### src/rtl/onehot_check_pkg.sv
// Shared constants and helpers for the one-hot select checker.
// The optional sticky error flag is built when ONEHOT_CHECK_STICKY_EN is defined.
package onehot_check_pkg;

   localparam int unsigned ADDR_WIDTH_DEFAULT = 32'd5;
   localparam int unsigned OH_MAX_W           = 32'd1024;

   // Binary-to-one-hot; addresses at or beyond width decode to all-zero.
   function automatic logic [OH_MAX_W-1:0] onehot_enc(input logic [31:0] addr,
                                                       input int unsigned width);
      logic [OH_MAX_W-1:0] one_v;
      one_v = {{(OH_MAX_W-1){1'b0}}, 1'b1};
      if (addr < width) begin
         return one_v << addr;
      end else begin
         return {OH_MAX_W{1'b0}};
      end
   endfunction

   function automatic bit params_legal(input int unsigned addr_width,
                                       input int unsigned oh_width,
                                       input bit          addr_check,
                                       input bit          enable_check);
      return (addr_width >= 32'd1) && (addr_width <= 32'd31) &&
             (oh_width >= 32'd2) && (oh_width <= OH_MAX_W) &&
             (oh_width <= (32'd1 << addr_width)) &&
             (enable_check || !addr_check);
   endfunction

endpackage

### src/rtl/onehot_check_if.sv
// Select-vector bundle between the address decoder side and the checker.
interface onehot_check_if
   import onehot_check_pkg::*;
#(
   parameter int unsigned AddrWidth   = ADDR_WIDTH_DEFAULT,
   parameter int unsigned OneHotWidth = 32'd1 << AddrWidth
);

   logic [OneHotWidth-1:0] oh_i;
   logic [AddrWidth-1:0]   addr_i;
   logic                   en_i;
   logic                   err_o;

   modport master (output oh_i, output addr_i, output en_i, input err_o);
   modport slave  (input oh_i, input addr_i, input en_i, output err_o);

endinterface

### src/rtl/onehot_check_buf.sv
// Keep-buffer isolating the checker's copy of the select vector so
// synthesis cannot share logic between checker and decoder.
module onehot_buf #(
   parameter int unsigned Width = 32'd32
) (
   input  logic [Width-1:0] in_i,
   output logic [Width-1:0] out_o
);

   (* keep = "true", dont_touch = "true" *) logic [Width-1:0] buf_s;

   assign buf_s = in_i;
   assign out_o = buf_s;

endmodule

### src/rtl/onehot_check.sv
// Combinational fault detector for one-hot select vectors (multi-hot,
// enable mismatch, address mismatch). ONEHOT_CHECK_STICKY_EN adds err_sticky_o.
module onehot_check
   import onehot_check_pkg::*;
#(
   parameter int unsigned AddrWidth   = ADDR_WIDTH_DEFAULT,
   parameter int unsigned OneHotWidth = 32'd1 << AddrWidth,
   parameter bit          AddrCheck   = 1'b1,
   parameter bit          EnableCheck = 1'b1,
   parameter bit          StrictCheck = 1'b1
) (
   input  logic           clk_int,
   input  logic           rst_ni,
   onehot_check_if.slave  bus
`ifdef ONEHOT_CHECK_STICKY_EN
   ,
   output logic           err_sticky_o
`endif
);

   localparam int unsigned Levels = $clog2(OneHotWidth);
   localparam int unsigned NLeaf  = 32'd1 << Levels;

   if (!params_legal(AddrWidth, OneHotWidth, AddrCheck, EnableCheck)) begin : g_param_err
      $error("onehot_check: illegal parameter combination");
   end

   logic [OneHotWidth-1:0] oh_buf_s;
   logic [NLeaf-1:0]       leaf_s;
   logic [OneHotWidth-1:0] addr_mask_s;
   logic                   any_s;
   logic                   multi_s;
   logic                   enable_err_s;
   logic                   addr_err_s;
   logic                   err_s;

   onehot_buf #(.Width(OneHotWidth)) u_buf (
      .in_i  (bus.oh_i),
      .out_o (oh_buf_s)
   );

   assign leaf_s = NLeaf'(oh_buf_s);

   // Pairwise tree: each node carries "any set" and "two or more set".
   for (genvar l = 0; l <= Levels; l++) begin : g_lvl
      localparam int unsigned W = NLeaf >> l;
      logic [W-1:0] any_v;
      logic [W-1:0] multi_v;
      if (l == 0) begin : g_leaf
         assign any_v   = leaf_s;
         assign multi_v = {W{1'b0}};
      end else begin : g_node
         for (genvar n = 0; n < W; n++) begin : g_n
            assign any_v[n]   = g_lvl[l-1].any_v[2*n] | g_lvl[l-1].any_v[2*n+1];
            assign multi_v[n] = g_lvl[l-1].multi_v[2*n] | g_lvl[l-1].multi_v[2*n+1] |
                                (g_lvl[l-1].any_v[2*n] & g_lvl[l-1].any_v[2*n+1]);
         end
      end
   end

   assign any_s       = g_lvl[Levels].any_v[0];
   assign multi_s     = g_lvl[Levels].multi_v[0];
   assign addr_mask_s = OneHotWidth'(onehot_enc(32'(bus.addr_i), OneHotWidth));

   // Enable and address consistency terms.
   always_comb begin
      enable_err_s = 1'b0;
      addr_err_s   = 1'b0;
      if (!EnableCheck) begin
         enable_err_s = 1'b0;
      end else if (StrictCheck) begin
         enable_err_s = bus.en_i ^ any_s;
      end else begin
         enable_err_s = ~bus.en_i & any_s;
      end
      if (AddrCheck) begin
         addr_err_s = any_s & ~(|(oh_buf_s & addr_mask_s));
      end else begin
         addr_err_s = 1'b0;
      end
   end

   assign err_s      = multi_s | enable_err_s | addr_err_s;
   assign bus.err_o  = err_s;

`ifdef ONEHOT_CHECK_STICKY_EN
   logic sticky_d;
   logic sticky_q;

   assign sticky_d = sticky_q | err_s;

   // Set-only record of any error seen since the last reset.
   always_ff @(posedge clk_int or negedge rst_ni) begin
      if (!rst_ni) begin
         sticky_q <= 1'b0;
      end else begin
         sticky_q <= sticky_d;
      end
   end

   assign err_sticky_o = sticky_q;
`else
   logic unused_clk_rst_s;
   assign unused_clk_rst_s = clk_int ^ rst_ni;
`endif

endmodule

### src/flat_wrapper.sv
// flat-port wrapper written by rule: the top's interface ports become plain ports
module onehot_check_flat import onehot_check_pkg::*;
#(
   parameter int unsigned AddrWidth   = ADDR_WIDTH_DEFAULT,
   parameter int unsigned OneHotWidth = 32'd1 << AddrWidth,
   parameter bit          AddrCheck   = 1'b1,
   parameter bit          EnableCheck = 1'b1,
   parameter bit          StrictCheck = 1'b1
)
  (clk_int, rst_ni, bus_oh_i, bus_addr_i, bus_en_i, bus_err_o);
  onehot_check_if #(.AddrWidth(AddrWidth), .OneHotWidth(OneHotWidth)) bus_i ();
  input  logic clk_int;
  input  logic rst_ni;
  input wire logic [$bits(bus_i.oh_i)-1:0] bus_oh_i;
  input wire logic [$bits(bus_i.addr_i)-1:0] bus_addr_i;
  input wire logic [$bits(bus_i.en_i)-1:0] bus_en_i;
  output wire logic [$bits(bus_i.err_o)-1:0] bus_err_o;
  assign bus_i.oh_i = bus_oh_i;
  assign bus_i.addr_i = bus_addr_i;
  assign bus_i.en_i = bus_en_i;
  assign bus_err_o = bus_i.err_o;
  onehot_check #(.AddrWidth(AddrWidth), .OneHotWidth(OneHotWidth), .AddrCheck(AddrCheck), .EnableCheck(EnableCheck), .StrictCheck(StrictCheck)) u_core (.clk_int(clk_int), .rst_ni(rst_ni), .bus(bus_i));
endmodule
### config.mk
export PLATFORM = sky130hd
export DESIGN_NAME = onehot_check_flat
export DESIGN_NICKNAME = d
export VERILOG_FILES = /design/src/rtl/onehot_check_pkg.sv /design/src/rtl/onehot_check_if.sv /design/src/rtl/onehot_check_buf.sv /design/src/rtl/onehot_check.sv /design/src/flat_wrapper.sv
export SDC_FILE = /design/constraint.sdc
export NUM_CORES = 1
export LEC_CHECK = 0
export CORE_ASPECT_RATIO = 0.7
export CORE_MARGIN = 10
export CORE_UTILIZATION = 30
export DETAILED_ROUTE_END_ITERATION = 16
export GPL_ROUTABILITY_DRIVEN = 0
export PLACE_DENSITY_LB_ADDON = 0.08
export RECOVER_POWER = 25
export SLEW_MARGIN = 20
export SYNTH_ARGS = -nofsm -noshare
export SYNTH_HDL_FRONTEND = slang
export SYNTH_HIERARCHICAL = 1
export SYNTH_SLANG_ARGS = --single-unit
### constraint.sdc
create_clock -name vclk -period 4.12
set_input_delay 1.236 -clock vclk [all_inputs]
set_output_delay 1.236 -clock vclk [all_outputs]
set_load 0.03 [all_outputs]
==> impl_metrics.py <==
metrics = {
    "layout": {
        "nFillCells": 268,
        "layout.nets": 228,
        "fin_area_um2": 1660,
        "final_common_cell": "buf_4",
        "diodes": 0,
        "register_area_um2": 0,
        "area_growth_pct": 90.0,
        "final_cell_mix": "buf_4 (62), dlygate4sd2_1 (20), clkdlybuf4s15_2 (8)",
        "drive_gt1_share_pct": 53.8,
        "seq_cells": 0,
        "clock_buffers": 0,
    },
    "power_and_ir_drop": {
        "seqPwrFrac_pct": 0,
        "ir_drop_v": 0.0000344,
        "leakage_nw": 0.705,
        "power.density_nw_per_um2": 87.4,
        "p_sw_mw": 0.0627,
        "p_int_mw": 0.0826,
        "netSwitchingFraction_pct": 43.1,
        "power_frac_comb_pct": 100.0,
        "power.share.clock_pct": 0,
        "power_mw": 0.145,
    },
    "routing": {
        "vias_per_cell": 5.62,
        "vias": 1247,
        "drt_iter0_markers": 88,
        "wire_per_inst_um": 17.3,
        "drc": 0,
        "first_pass_iters": 4,
        "routed_wl_mm": 3.84,
        "ant_nets": 0,
    },
    "synth": {
        "syn_nets": 159,
        "syn-instance-count": 119,
        "synth_area_per_cell_um2": 7.35,
        "yosys_warnings": 6,
        "netlist_area_um2": 875,
    },
    "die": {
        "dieArea_um2": 5510,
        "die_height_um": 65.2,
        "die_x_um": 84.5,
        "start_util_pct": 31.2,
        "fp-row-count": 16,
        "pin_count": 41,
        "coreArea_um2": 2800,
    },
    "worst_setup_path": {
        "crit_family": "simple AND/OR/NAND/NOR gates",
        "required_ns": 2.88,
        "crit_cells": 8,
        "path_buf_inv": 3,
        "worstSetupStartpointType": "input pin",
        "cpPeakStageDelay_ns": 0.55,
        "criticalPathCategory": "input pin to output pin",
        "worstPathMaxFanout": 3,
        "cp.arrival_ns": 2.90,
        "end_kind": "output pin",
        "startpoint": "bus_oh_i[12]",
        "crit_end": "bus_err_o",
        "cp_cell_sequence": "clkdlybuf4s15_2, buf_4, o22ai_2, nand4_1, or4_1, nor4_2, o21ai_2, buf_6",
        "worst_path_max_delay_cell": "or4_1",
    },
    "global_route": {
        "grt_max_degree": 11,
        "first_global_vias": 1313,
        "overflow": 0,
        "grt_use_total_pct": 13.0,
        "antenna_found_initial": 0,
        "grt_pass1_wl_mm": 6.27,
    },
    "timing": {
        "fin_setup_tns_ns": -0.0200,
        "fin_ws_ns": -0.0200,
        "timing.hold.ws_ns": 3.10,
        "max-slew-margin-rel_pct": 77.5,
        "period_share_pct": 100,
        "rsz0062_at_grt": "yes",
        "max_freq_ghz": 0.242,
        "finalCriticalPeriod_ns": 4.14,
        "hold_viol": 0,
        "drv_slew": 0,
        "finalSetupViolations": 1,
        "tightestPinTransition_ns": 0.338,
    },
    "placed_design": {
        "placed_area_um2": 1490,
        "hpwl_mm": 3.13,
        "io_buffers": 39,
        "place_ws_ns": -0.533,
    },
    "run_status": {
        "status": "finished, violations left",
        "violations": "negative setup slack",
    },
    "run": {
        "cap_violations": 0,
    },
    "hold_path": {
        "hp-class": "input pin to output pin",
    },
    "clocking": {
        "hold_buffers": 0,
    },
}
==> metal layers <==
| metal | global-route usage [%] | vias up | part of all wire, % |
|---|---|---|---|
| met4 | 1.02 | 0 | 0.36 |
| li1 | - | 594 | - |
| met1 | 16.7 | 611 | 45 |
| met5 | 0 | - | 0 |
| met3 | 1.48 | 2 | 4.8 |
| met2 | 23.4 | 40 | 50 |
==> timing repair <==
item | in CTS | in global routing
setup buffers | 6 | 0
setup endpoints to repair | 1 | 1
resized for setup | 85 | 5
pin swaps | 19 | 1
==> tightest hold or removal path, cell delays in order <==
cell and delay (ns):
buf_2 0.10, buf_6 0.10, a221oi_1 0.07, nand4_1 0.11, nor4_2 0.07, o21ai_2 0.05, buf_6 0.13
==> power by group through the flow <==
stage               Combinational (mW)  Sequential, mW  Clock, mW
finish                           0.145               0          0
detailed placement               0.135               0          0
global route                     0.155               0          0
global placement                 0.133               0          0
CTS                              0.141               0          0
floorplan                       0.0715               0          0
==> cell type report <==
type | count | area (µm²) | area share (%)
inverter | 1 | 3.75 | 0.226
tap | 36 | 45.0 | 2.71
timing repair buffer | 105 | 877 | 52.8
multi-input combinational | 80 | 736 | 44.3
==> through the flow <==
| stage | cells | util, % |
|---|---|---|
| after global placement | 216 | 53.2 |
| final | 222 | 59.3 |
| after CTS | 222 | 58.5 |
| after global routing | 222 | 59.3 |
| after floorplan | 119 | - |
| after detailed placement | 216 | 53.2 |
==> worst min path at each step <==
stage,from,end,depth (start not counted)
6_report,bus_oh_i[0],bus_err_o,7
3_3_place_gp,bus_en_i,bus_err_o,4
4_1_cts,bus_oh_i[0],bus_err_o,7
3_5_place_dp,bus_en_i,bus_err_o,4
2_1_floorplan,bus_en_i,bus_err_o,2
5_1_grt,bus_oh_i[0],bus_err_o,7
Power figures use the tool's default switching activity.
